File: config.mk
export PLATFORM = sky130hd
export DESIGN_NAME = coherence_bus_ctrl
export DESIGN_NICKNAME = d
export VERILOG_FILES = /design/src/rtl/coherence_bus_ctrl.sv
export SDC_FILE = /design/constraint.sdc
export NUM_CORES = 1
export LEC_CHECK = 0
export BUFFER_PORTS_ARGS = -buffer_cell sky130_fd_sc_hd__buf_2
export CORE_AREA = 2 2 145 147
export CTS_BUF_LIST = sky130_fd_sc_hd__clkbuf_2
export DETAILED_ROUTE_END_ITERATION = 10
export DIE_AREA = 0 0 147 149
export PLACE_DENSITY = 0.58
export SYNTH_ARGS = -nofsm -noshare
export SYNTH_HDL_FRONTEND = slang
export SYNTH_SLANG_ARGS = --single-unit
File: constraint.sdc
create_clock -name CLK -period 2.1 [get_ports CLK]
set_clock_uncertainty 0.15 [all_clocks]
set_input_delay 0.315 -clock CLK [delete_from_list [all_inputs] [get_ports CLK]]
set_output_delay 0.315 -clock CLK [all_outputs]
set_load 0.02 [all_outputs]
File: src/rtl/coherence_bus_ctrl.sv
// Dual-core snooping-coherence responder: arbitrates dcache coherence requests, snoops the peer, fronts a single-port RAM.
// Optional macro CC_FWD_EN: requester is served from a 2-word buffer filled by a dirty snoop write-back.
module coherence_bus_ctrl #(
   parameter int ADDR_W  = 32,
   parameter int DATA_W  = 32,
   parameter int RR_INIT = 0
) (
   input  logic                  CLK,
   input  logic                  nRST,
   input  logic [1:0]            cctrans,
   input  logic [1:0]            ccwrite,
   input  logic [1:0]            dREN,
   input  logic [1:0]            dWEN,
   input  logic [2*ADDR_W-1:0]   daddr,
   input  logic [2*DATA_W-1:0]   dstore,
   output logic [1:0]            ccwait,
   output logic [1:0]            ccinv,
   output logic [2*ADDR_W-1:0]   ccsnoopaddr,
   output logic [1:0]            dwait,
   output logic [2*DATA_W-1:0]   dload,
   output logic                  ram_ren,
   output logic                  ram_wen,
   output logic [ADDR_W-1:0]     ram_addr,
   output logic [DATA_W-1:0]     ram_store,
   input  logic [DATA_W-1:0]     ram_load,
   input  logic                  ram_wait
);

   typedef enum logic [2:0] {IDLE, SNOOP, SWB, GRANT, WB} state_t;

   state_t              r_state, w_state_next;
   logic                r_req, w_req_next;
   logic [ADDR_W-1:0]   r_addr, w_addr_next;
   logic                r_inv, w_inv_next;
   logic                r_ren, w_ren_next;
   logic                r_rr, w_rr_next;
   logic                r_wb, w_wb_next;
   logic                r_cnt, w_cnt_next;

   logic                w_snpe;
   logic [1:0]          w_wb_req, w_cc_req;
   logic                w_wb_pick, w_cc_pick;
   logic                w_word_done;
   logic [ADDR_W-1:0]   w_daddr      [2];
   logic [DATA_W-1:0]   w_dstore     [2];
   logic [ADDR_W-1:0]   w_snoop_addr [2];
   logic [DATA_W-1:0]   w_dload      [2];

`ifdef CC_FWD_EN
   logic                r_dirty;
   logic [DATA_W-1:0]   r_fwd_buf [2];
`endif

   genvar gi;
   generate
      for (gi = 0; gi < 2; gi++) begin : g_core
         assign w_daddr[gi]                         = daddr[gi*ADDR_W +: ADDR_W];
         assign w_dstore[gi]                        = dstore[gi*DATA_W +: DATA_W];
         assign ccsnoopaddr[gi*ADDR_W +: ADDR_W]    = w_snoop_addr[gi];
         assign dload[gi*DATA_W +: DATA_W]          = w_dload[gi];
         assign w_wb_req[gi]                        = dWEN[gi] & ~cctrans[gi];
         assign w_cc_req[gi]                        = cctrans[gi] & (dREN[gi] | ccwrite[gi]);
      end
   endgenerate

   assign w_snpe    = ~r_req;
   assign w_wb_pick = (&w_wb_req) ? r_rr : w_wb_req[1];
   assign w_cc_pick = (&w_cc_req) ? r_rr : w_cc_req[1];

   always_comb begin
      w_state_next    = r_state;
      w_req_next      = r_req;
      w_addr_next     = r_addr;
      w_inv_next      = r_inv;
      w_ren_next      = r_ren;
      w_rr_next       = r_rr;
      w_wb_next       = r_wb;
      w_cnt_next      = r_cnt;
      w_word_done     = 1'b0;
      ccwait          = 2'b00;
      ccinv           = 2'b00;
      dwait           = 2'b11;
      w_snoop_addr[0] = '0;
      w_snoop_addr[1] = '0;
      w_dload[0]      = '0;
      w_dload[1]      = '0;
      ram_ren         = 1'b0;
      ram_wen         = 1'b0;
      ram_addr        = '0;
      ram_store       = '0;

      case (r_state)
         IDLE: begin
            // plain write-backs win over coherence requests
            if (|w_wb_req) begin
               w_wb_next    = w_wb_pick;
               w_state_next = WB;
            end else if (|w_cc_req) begin
               w_req_next   = w_cc_pick;
               w_addr_next  = w_daddr[w_cc_pick];
               w_inv_next   = ccwrite[w_cc_pick];
               w_ren_next   = dREN[w_cc_pick];
               w_state_next = SNOOP;
            end
         end

         SNOOP: begin
            ccwait[w_snpe]       = 1'b1;
            ccinv[w_snpe]        = r_inv;
            w_snoop_addr[w_snpe] = r_addr;
            if (dWEN[w_snpe] && !cctrans[w_snpe]) begin
               ram_wen         = 1'b1;
               ram_addr        = w_daddr[w_snpe];
               ram_store       = w_dstore[w_snpe];
               dwait[w_snpe]   = ram_wait;
            end
            if (cctrans[w_snpe]) begin
               w_state_next = ccwrite[w_snpe] ? SWB : GRANT;
            end
         end

         SWB: begin
            w_snoop_addr[w_snpe] = r_addr;
            if (dWEN[w_snpe]) begin
               ram_wen       = 1'b1;
               ram_addr      = w_daddr[w_snpe];
               ram_store     = w_dstore[w_snpe];
               dwait[w_snpe] = ram_wait;
               w_word_done   = ~ram_wait;
            end
            if (w_word_done && r_cnt) begin
               w_state_next = GRANT;
            end
         end

         GRANT: begin
            ccinv[r_req] = 1'b1;
            if (!r_ren) begin
               w_state_next = IDLE;
               w_rr_next    = w_snpe;
            end else begin
`ifdef CC_FWD_EN
               if (r_dirty) begin
                  w_dload[r_req] = r_fwd_buf[w_daddr[r_req][2]];
                  if (dREN[r_req]) begin
                     dwait[r_req] = 1'b0;
                     w_word_done  = 1'b1;
                  end
               end else
`endif
               begin
                  w_dload[r_req] = ram_load;
                  if (dREN[r_req]) begin
                     ram_ren      = 1'b1;
                     ram_addr     = w_daddr[r_req];
                     dwait[r_req] = ram_wait;
                     w_word_done  = ~ram_wait;
                  end
               end
               if (w_word_done && r_cnt) begin
                  w_state_next = IDLE;
                  w_rr_next    = w_snpe;
               end
            end
         end

         WB: begin
            if (dWEN[r_wb]) begin
               ram_wen     = 1'b1;
               ram_addr    = w_daddr[r_wb];
               ram_store   = w_dstore[r_wb];
               dwait[r_wb] = ram_wait;
               w_word_done = ~ram_wait;
               if (w_word_done && r_cnt) begin
                  w_state_next = IDLE;
               end
            end else begin
               w_state_next = IDLE;
            end
         end

         default: w_state_next = IDLE;
      endcase

      // word counter restarts on every state entry
      if (w_state_next != r_state) begin
         w_cnt_next = 1'b0;
      end else if (w_word_done) begin
         w_cnt_next = ~r_cnt;
      end
   end

   always_ff @(posedge CLK or negedge nRST) begin
      if (!nRST) begin
         r_state <= IDLE;
         r_req   <= 1'b0;
         r_addr  <= '0;
         r_inv   <= 1'b0;
         r_ren   <= 1'b0;
         r_rr    <= (RR_INIT != 0);
         r_wb    <= 1'b0;
         r_cnt   <= 1'b0;
      end else begin
         r_state <= w_state_next;
         r_req   <= w_req_next;
         r_addr  <= w_addr_next;
         r_inv   <= w_inv_next;
         r_ren   <= w_ren_next;
         r_rr    <= w_rr_next;
         r_wb    <= w_wb_next;
         r_cnt   <= w_cnt_next;
      end
   end

`ifdef CC_FWD_EN
   always_ff @(posedge CLK or negedge nRST) begin
      if (!nRST) begin
         r_dirty <= 1'b0;
      end else if (r_state == SNOOP && cctrans[w_snpe]) begin
         r_dirty <= ccwrite[w_snpe];
      end
   end

   always_ff @(posedge CLK) begin
      if (r_state == SWB && w_word_done) begin
         r_fwd_buf[w_daddr[w_snpe][2]] <= w_dstore[w_snpe];
      end
   end
`endif

endmodule

# After elaboration in Yosys (flattened, before gate mapping)
# Cells that the tools add are included.
[word_totals] register_bits=41 wordCells=166
[classes] reduce_logical=20 eq_ne=6 n_lt_le_gt_ge=13 bitwise_logic=25 n_mux=94
[op_table] op="32-bit two-way mux" count=28
[op_table] op="64-bit two-way mux" count=3
[op_table] op="64-bit bitwise AND" count=2
[op_table] op="32-bit one-hot mux with 4 select lines" count=1
[op_table] op="32-bit one-hot mux with 3 select lines" count=1
[op_table] op="32-bit demux with 1-bit select" count=2
[op_table] op="1-bit two-way mux" count=37
[op_table] op="3-bit two-way mux" count=8
[op_table] op="3-bit one-hot mux with 5 select lines" count=1
[op_table] op="2-bit two-way mux" count=6
[op_table] op="1-bit logical AND" count=9
[op_table] op="2-bit greater-or-equal comparator, second input constant" count=4
[op_table] op="1-bit by 2-bit less-than comparator with 1-bit output, second input constant" count=4
[op_table] op="1-bit NOT with 2-bit output" count=4
[op_table] op="2-bit one-hot mux with 4 select lines" count=1
[op_table] op="2-bit AND reduction" count=4
[op_table] op="3-bit by 2-bit == test with 1-bit output, second input constant" count=2
[op_table] op="1-bit NOT" count=6
[op_table] op="2-bit NOT" count=3
[op_table] op="2-bit OR" count=3
[op_table] op="1-bit one-hot mux with 3 select lines" count=2
[op_table] op="2-bit OR reduction" count=3
[op_table] op="1-bit bitwise AND" count=4
[op_table] op="2-bit by 1-bit less-than comparator with 1-bit output, second input constant" count=2
[op_table] op="13 further kinds" count=18

# Depth between registers and ports, before layout
# Gate-level depths: netlist of the first run.
[depth] word_depth=11 mapped_depth=7 ltp_nobuf=5

# Worst setup path before layout of the first run
# Ideal clock, no wire load.
[synth_path] path_kind="reg-to-output" start="register r_state[1]" end="output ram_addr[0]" arrival_ns=1.693 required_time_ns=1.635 path_slack_ns=-0.058 n_path_buf=2 path_stages_with_launch=8 cell_sequence="dfrtp_1 buf_6 nor3b_1 o21ai_1 a21boi_2 o21bai_1 buf_2 a22o_1"
[synth_via] elab_chain_len=2
[synth_rtl] element="start, declared" line_no="31" text="state_t r_state, w_state_next;"
[synth_rtl] element="start signal, assigned" line_no="204" text="r_state <= w_state_next;"
[synth_rtl] element="3-bit == test, or another cell as far along" line_no="92" text="case (r_state)"
[synth_rtl] element="32-bit one-hot mux with 4 select lines (*)" line_no="92"
[synth_rtl] element="end, declared" line_no="23" text="output logic [ADDR_W-1:0] ram_addr,"
# Mark *: on every way between the ends. The rest lies on a longest branch, timed or not.

# Worst setup path in the final report of the first run
[layout_path] start="register r_state[0]" end="output ram_addr[3]"
# Same word-level chain as after synthesis.

==> metrics.txt, run 1 <==
outcome=finished, violations left; failing checks=setup timing; Post-Syn Instances=513; post-synthesis compound-gate area fraction=27.53%; simple-gate area share of the yosys netlist=around 31%; RSZ-0062 raised after global routing=true; CTS Buffer Depth=2; slew at the pin with the worst max-slew slack=0.6492 ns; die footprint=0.02190 sq mm; cell taking the most area after synthesis=dfrtp_1; Total GRT Usage=18.47%; Design Power=9.692 mW; Yosys Warn Count=0; largest family of logic cells by synthesized area=simple AND/OR/NAND/NOR gates; Nets=1,118; Layout Cell Area excl Fill=0.007838 sq mm; TritonCTS clock tree=yes; clock sinks=41; Req. time, crit path=between 1.5 and 2 ns; gpl congestion=0.8141; fin crit period=2.715 ns; leakage power=4.217 nW; Layout area overhead=91.38%; PnR worst setup slack=-0.6149 ns; Synth top cells by count=nor2_1 (76), a22o_1 (64), dfrtp_1 (41); Vias/cell=approximately 4.6; Worst setup SP type=flip-flop; TritonCTS buffer count=5; fin cells=1,226; Post-Synth Adder-Cell Area=0%; first-pass GRT wire length=31,310 microns; IO Port Bufs=between 300 and 400; die height=149 microns; remaining global-route overflow=0; flops & latches, synth=41; setup violators final=approximately 210; FFs w/ async S/R, synth=100.0%; ys flop type=dfrtp_1; Starting Density=19.92%; XOR/XNOR Fraction of Synth Area=less than 1%; Pwr Density=1237 mW/mm^2; std cell rows=53; number of antenna violations at the first check in global routing=4; clock-pin slew on the worst setup and hold paths=0.24 ns; Placed Area=0.006613 sq mm; Hold Path Class=in2reg; Post-synth EDFFs=0; Die X=between 100 and 150 microns; leading post-synthesis cells by cell area=dfrtp_1 (25%), a22o_1 (14%), mux2i_1 (9.5%), a21oi_2 (7.3%), nor2_1 (7.0%); area of the core=0.02056 sq mm; H-tree depth=2; remaining antenna violation count after routing=0; final hold slack=0.04183 ns; IO Pins=371; critical path peak fanout=13; crit share post-route=129.3%; slew margin rel.=56.26%; synthesized net count=684; VDD IR max=between 0.4 and 0.5 mV; Fmax achieved=368.3 MHz; Pins Over Slew Limit=0; Yosys top cell area share=approximately 25%; Avg WL per Cell=approximately 18 microns; DRT iter0 DRCs=229; mux share of post-synthesis cell area=9.808%; DRC=0; vias in the first global route=5,605; Seq/Total Area, Yosys=about 25%; Max-cap violations=0; CP Capture Type=primary output; largest net degree at the start of global routing=36; Syn Std Cell Area=0.004095 sq mm; First-pass DRT Iterations=6; Placed Cells=1,162; kind of critical path=reg2out; Clock Latency Late Sink=0.46 ns; setup tns final=-90.34 ns; Final Hold Fails=0; share of cells above drive strength 1=58.02%; count leader, synth=nor2_1; Detail Placement HPWL=between 15,000 and 20,000 microns; Worst Path Arrival=around 2.3 ns; count of cell types in the netlist=44; drt total wl=21,510 microns; Mean Syn Cell Area=around 8 sq um; via count=5,606; CTS root buffer=clkbuf_2
## layout make-up
class                      instances  area [sq um]
fill                            2119         12720
timing repair buffer             476          3377
multi-input combinational        421          2977
sequential                        41          1031
tap                              275         344.1
clock inverter                     3         65.06
clock buffer                       5         25.02
inverter                           2         11.26
antenna                            3         7.507
## critical path, stage by stage, from the launching register on
cell	delay, ns
dfrtp_2	0.52
nor3b_2	0.17
o21ai_1	0.16
a21boi_2	0.08
o21bai_4	0.20
buf_12	0.14
buf_12	0.14
a22o_1	0.24
buf_6	0.13
## layout by cell type (no fill, tap or decap), types with 7 or more instances in the layout
cell type	synthesis	routed
a21oi_1	8	7
a21oi_2	34	35
a22o_1	64	59
and2_1	33	33
and3_1	34	34
buf_12	0	17
buf_2	13	316
buf_4	0	52
buf_6	8	51
dfrtp_1	41	37
dlygate4sd3_1	0	34
mux2i_1	39	38
nand2_1	38	38
nor2_1	76	75
nor2_2	34	34
## path summary, 6_finish.rpt
kind	start	slack, ns	cells after the start	end
worst max-delay path	r_state[0]	-0.61	8	ram_addr[3]
worst min-delay path	daddr[5]	0.04	3	r_addr[5]
worst max register to register	r_state[0]	-0.03	7	r_addr[16]
worst min register to register	r_addr[15]	0.41	2	r_addr[15]
max in group asynchronous	nRST	1.15	3	r_addr[24]
min in group asynchronous	nRST	0.07	2	r_addr[8]
## per-layer routing
metal | share of wire, % | wire (microns) | up-vias | global-route usage, %
met5 | 0.060 | 13 | - | 0
met4 | 2.8 | 594 | 2 | 6.154
met3 | 5.6 | 1215 | 29 | 3.333
met2 | 52 | 11210 | 257 | 35.05
met1 | 39 | 8481 | 2622 | 20.84
li1 | - | - | 2696 | -
## registers in the layout (all words and copies together) (netlist names)
| name | flops |
|---|---|
| r_addr | 32 |
| r_state | 3 |
| r_cnt | 1 |
| r_inv | 1 |
| r_ren | 1 |
| r_req | 1 |
| r_rr | 1 |
| r_wb | 1 |
## repair_timing
| action | 4_1_cts | 5_1_grt |
|---|---|---|
| pin swaps | 44 | 15 |
| gates cloned | 4 | 0 |
| gates resized for setup | 133 | 10 |
| endpoints found under the hold margin | 58 | 4 |
| buffers inserted | 10 | 5 |
| hold buffers | 29 | 5 |
| endpoints found under the setup margin | 209 | 235 |
## metrics by stage
stage / util [%] / setup slack (ns)
6_report: 38.13 / -0.6149
5_1_grt: 38.13 / -0.7631
4_1_cts: 37.47 / -0.6501
3_5_place_dp: 32.17 / -0.1384
3_3_place_gp: 32.17 / -0.08211
2_1_floorplan: - / -0.05809
## cells by family after synthesis
| family | count (synthesis) |
|---|---|
| XOR/XNOR | 2 |
| AND/OR/NAND/NOR | 244 |
| flip-flops | 41 |
| buffers and inverters | 51 |
| AO/OA/AOI/OAI | 135 |
| multiplexers | 40 |
## where the power goes
part	total, mW	internal, mW	switching, mW
Clock	0.614	0.318	0.296
Sequential	1.55	1.16	0.385
Combinational	7.53	3.51	4.02
No activity file was read; power rests on OpenSTA's default activity.
==> run 2, diff against run 1 <==
--- a/config.mk
+++ b/config.mk
@@ -12,4 +12,5 @@
 export DIE_AREA = 0 0 147 149
 export PLACE_DENSITY = 0.58
+export REMOVE_ABC_BUFFERS = 1
 export SYNTH_ARGS = -nofsm -noshare
 export SYNTH_HDL_FRONTEND = slang
==> constraint.sdc (replaced) <==
create_clock -name CLK -period 2.1 [get_ports CLK]
set_clock_uncertainty 0.15 [all_clocks]
set_input_delay 0.42 -clock CLK [delete_from_list [all_inputs] [get_ports CLK]]
set_output_delay 0.42 -clock CLK [all_outputs]
set_load 0.02 [all_outputs]
==> run 2 against run 1 <==
Effect of this change: the run still ends with setup timing left; global-route usage fell by 2.0 points; die area did not move; sequential share of layout area rose by 0.36 points; non-clock buffer count fell by 32; design area fell by 2.8%; critical endpoint is now ram_addr[22]; highest routed layer is now met4.
==> metrics.txt, run 2 (same netlist as run 1, synthesis figures left out) <==
outcome=finished, violations left (unchanged); failing checks=setup timing (unchanged); IO Pins=371 (unchanged); R2R setup slack=-0.04 ns (was -0.03 ns); Worst setup startpoint=r_state[1] (was r_state[0]); DRT iter0 DRCs=238 (was 229); remaining global-route overflow=0 (unchanged); critical path peak fanout=16 (was 13); die footprint=0.02190 sq mm (unchanged); Avg WL per Cell=16.68 microns (was 17.54 microns); Starting Density=19.92% (unchanged); Layout Cell Area excl Fill=0.007620 sq mm (was 0.007838 sq mm); gpl congestion=0.8728 (was 0.8141); FF+latch area=0.001030 sq mm (was 0.001031 sq mm); Most flops, register=r_addr (unchanged); VDD IR max=0.5036 mV (was 0.4247 mV); Critical Path End=ram_addr[22] (was ram_addr[3]); Pwr Density=1273 mW/mm^2 (was 1237 mW/mm^2); TritonCTS clock tree=yes (unchanged); Hold Path Class=in2reg (unchanged); TritonCTS buffer count=5 (unchanged); Pins Over Slew Limit=0 (unchanged); RSZ-0062 raised after global routing=true (unchanged); post-layout util=37.07% (was 38.13%); R2R Path Start=r_state[1] (was r_state[0]); commonest non-fill, non-tap cell in the layout=buf_2 (unchanged); fin cells=1,193 (was 1,226); slew margin rel.=53.49% (was 56.26%); PnR worst setup slack=-0.6070 ns (was -0.6149 ns); CTS Buffer Depth=2 (unchanged); crit share post-route=128.9% (was 129.3%); Placed Area=0.006658 sq mm (was 0.006613 sq mm); Vias/cell=4.609 (was 4.573); Largest regs=r_addr: 32 flops, r_state: 3 flops (unchanged); largest net degree at the start of global routing=42 (was 36); Die X=147 microns (unchanged); kind of critical path=reg2out (unchanged); clock sinks=41 (unchanged); DRC=0 (unchanged); Multi-input gate area=0.003008 sq mm (was 0.002977 sq mm); first-pass GRT wire length=28,190 microns (was 31,310 microns); final hold slack=0.1442 ns (was 0.04183 ns); Worst Path Arrival=2.14 ns (was 2.25 ns); leakage power=4.047 nW (was 4.217 nW); std cell rows=53 (unchanged); fin crit period=2.707 ns (was 2.715 ns); setup violators final=212 (was 207); Max-cap violations=0 (unchanged); CP Capture Type=primary output (unchanged); via count=5,498 (was 5,606); clock-pin slew on the worst setup and hold paths=0.24 ns (about the same); Worst R2R End=r_req (was r_addr[16]); remaining antenna violation count after routing=0 (unchanged); Detail Placement HPWL=14,650 microns (was 16,550 microns); Worst setup SP type=flip-flop (unchanged); H-tree depth=2 (unchanged); number of fill cells=2,120 (was 2,119); area of the core=0.02056 sq mm (unchanged); die height=149 microns (unchanged); IO Port Bufs=370 (unchanged); drt total wl=19,890 microns (was 21,510 microns); Layout area overhead=86.07% (was 91.38%); Req. time, crit path=1.53 ns (was 1.63 ns); share of cells above drive strength 1=61.14% (was 58.02%); Final Hold Fails=0 (unchanged); Clock Latency Late Sink=0.41 ns (was 0.46 ns); Total GRT Usage=16.43% (was 18.47%); number of antenna violations at the first check in global routing=2 (was 4); CTS root buffer=clkbuf_2 (unchanged); Placed Cells=1,169 (was 1,162); Fmax achieved=369.4 MHz (was 368.3 MHz); pre-CTS setup slack=-0.1994 ns (was -0.1384 ns); Worst R2R Path Depth=6 (was 7); vias in the first global route=5,211 (was 5,605); slew at the pin with the worst max-slew slack=0.6904 ns (was 0.6492 ns); First-pass DRT Iterations=4 (was 6); most frequent cells in the layout=buf_2 (261), buf_4 (112), nor2_1 (70) (was buf_2 (316), nor2_1 (75), a22o_1 (59)); Nets=1,086 (was 1,118); max reg flops=32 (unchanged)
[run 2: area by class of cell]
cell class                      count  share of cell area (%)
Clock inverter                      2                  0.5090
Timing Repair Buffer              444                   41.36
Tap cell                          275                   4.516
Sequential cell                    41                   13.51
Antenna cell                        2                 0.06568
Inverter                            2                  0.1642
Clock buffer                        6                  0.3941
Multi-Input combinational cell    421                   39.47
[run 2: worst min path at each step]
stage / from / slack [ns] / depth (start not counted) / end
after floorplan: nRST / -0.03 / 0 / r_addr[0]
after global placement: r_addr[15] / 0.37 / 2 / r_addr[15]
after detailed placement: r_addr[3] / 0.37 / 2 / r_addr[3]
after CTS: daddr[47] / 0.08 / 3 / r_addr[15]
after global routing: daddr[47] / 0.10 / 3 / r_addr[15]
final: daddr[47] / 0.14 / 3 / r_addr[15]
[run 2: power by group]
group,leakage (nW),internal [mW],switching (mW)
Sequential,0.458,1.16,0.383
Combinational,3.55,3.59,4.07
Clock,0.0432,0.209,0.286
[run 2: repair_timing]
item | 4_1_cts | 5_1_grt
gates cloned | 2 | 3
gates resized for setup | 170 | 42
setup buffers | 10 | 1
pin swaps | 6 | 4
setup endpoints to repair | 201 | 237
hold buffers | 1 | 0
endpoints found under the hold margin | 41 | 0
[run 2: metal layers]
metal	global-route usage (%)	vias up	routed length [microns]
met1	19.10	2536	7838
li1	-	2629	-
met3	3.517	27	1542
met5	0	-	0
met2	30.14	306	10040
met4	5.288	0	471
[run 2: per-stage QoR]
step / TNS [ns] / power (mW)
2_1_floorplan: -223.94 / 5.099
3_3_place_gp: -14.67 / 7.691
3_5_place_dp: -14.66 / 7.724
4_1_cts: -91.96 / 9.387
5_1_grt: -115.61 / 10.29
6_report: -89.43 / 9.704
[run 2: critical path, stage by stage (launching register included)]
cell and delay [ns]:
dfrtp_2 0.52, nor3b_4 0.25, nand2b_1 0.10, a21boi_2 0.19
o21bai_4 0.18, buf_12 0.19, a22o_1 0.16, buf_4 0.16
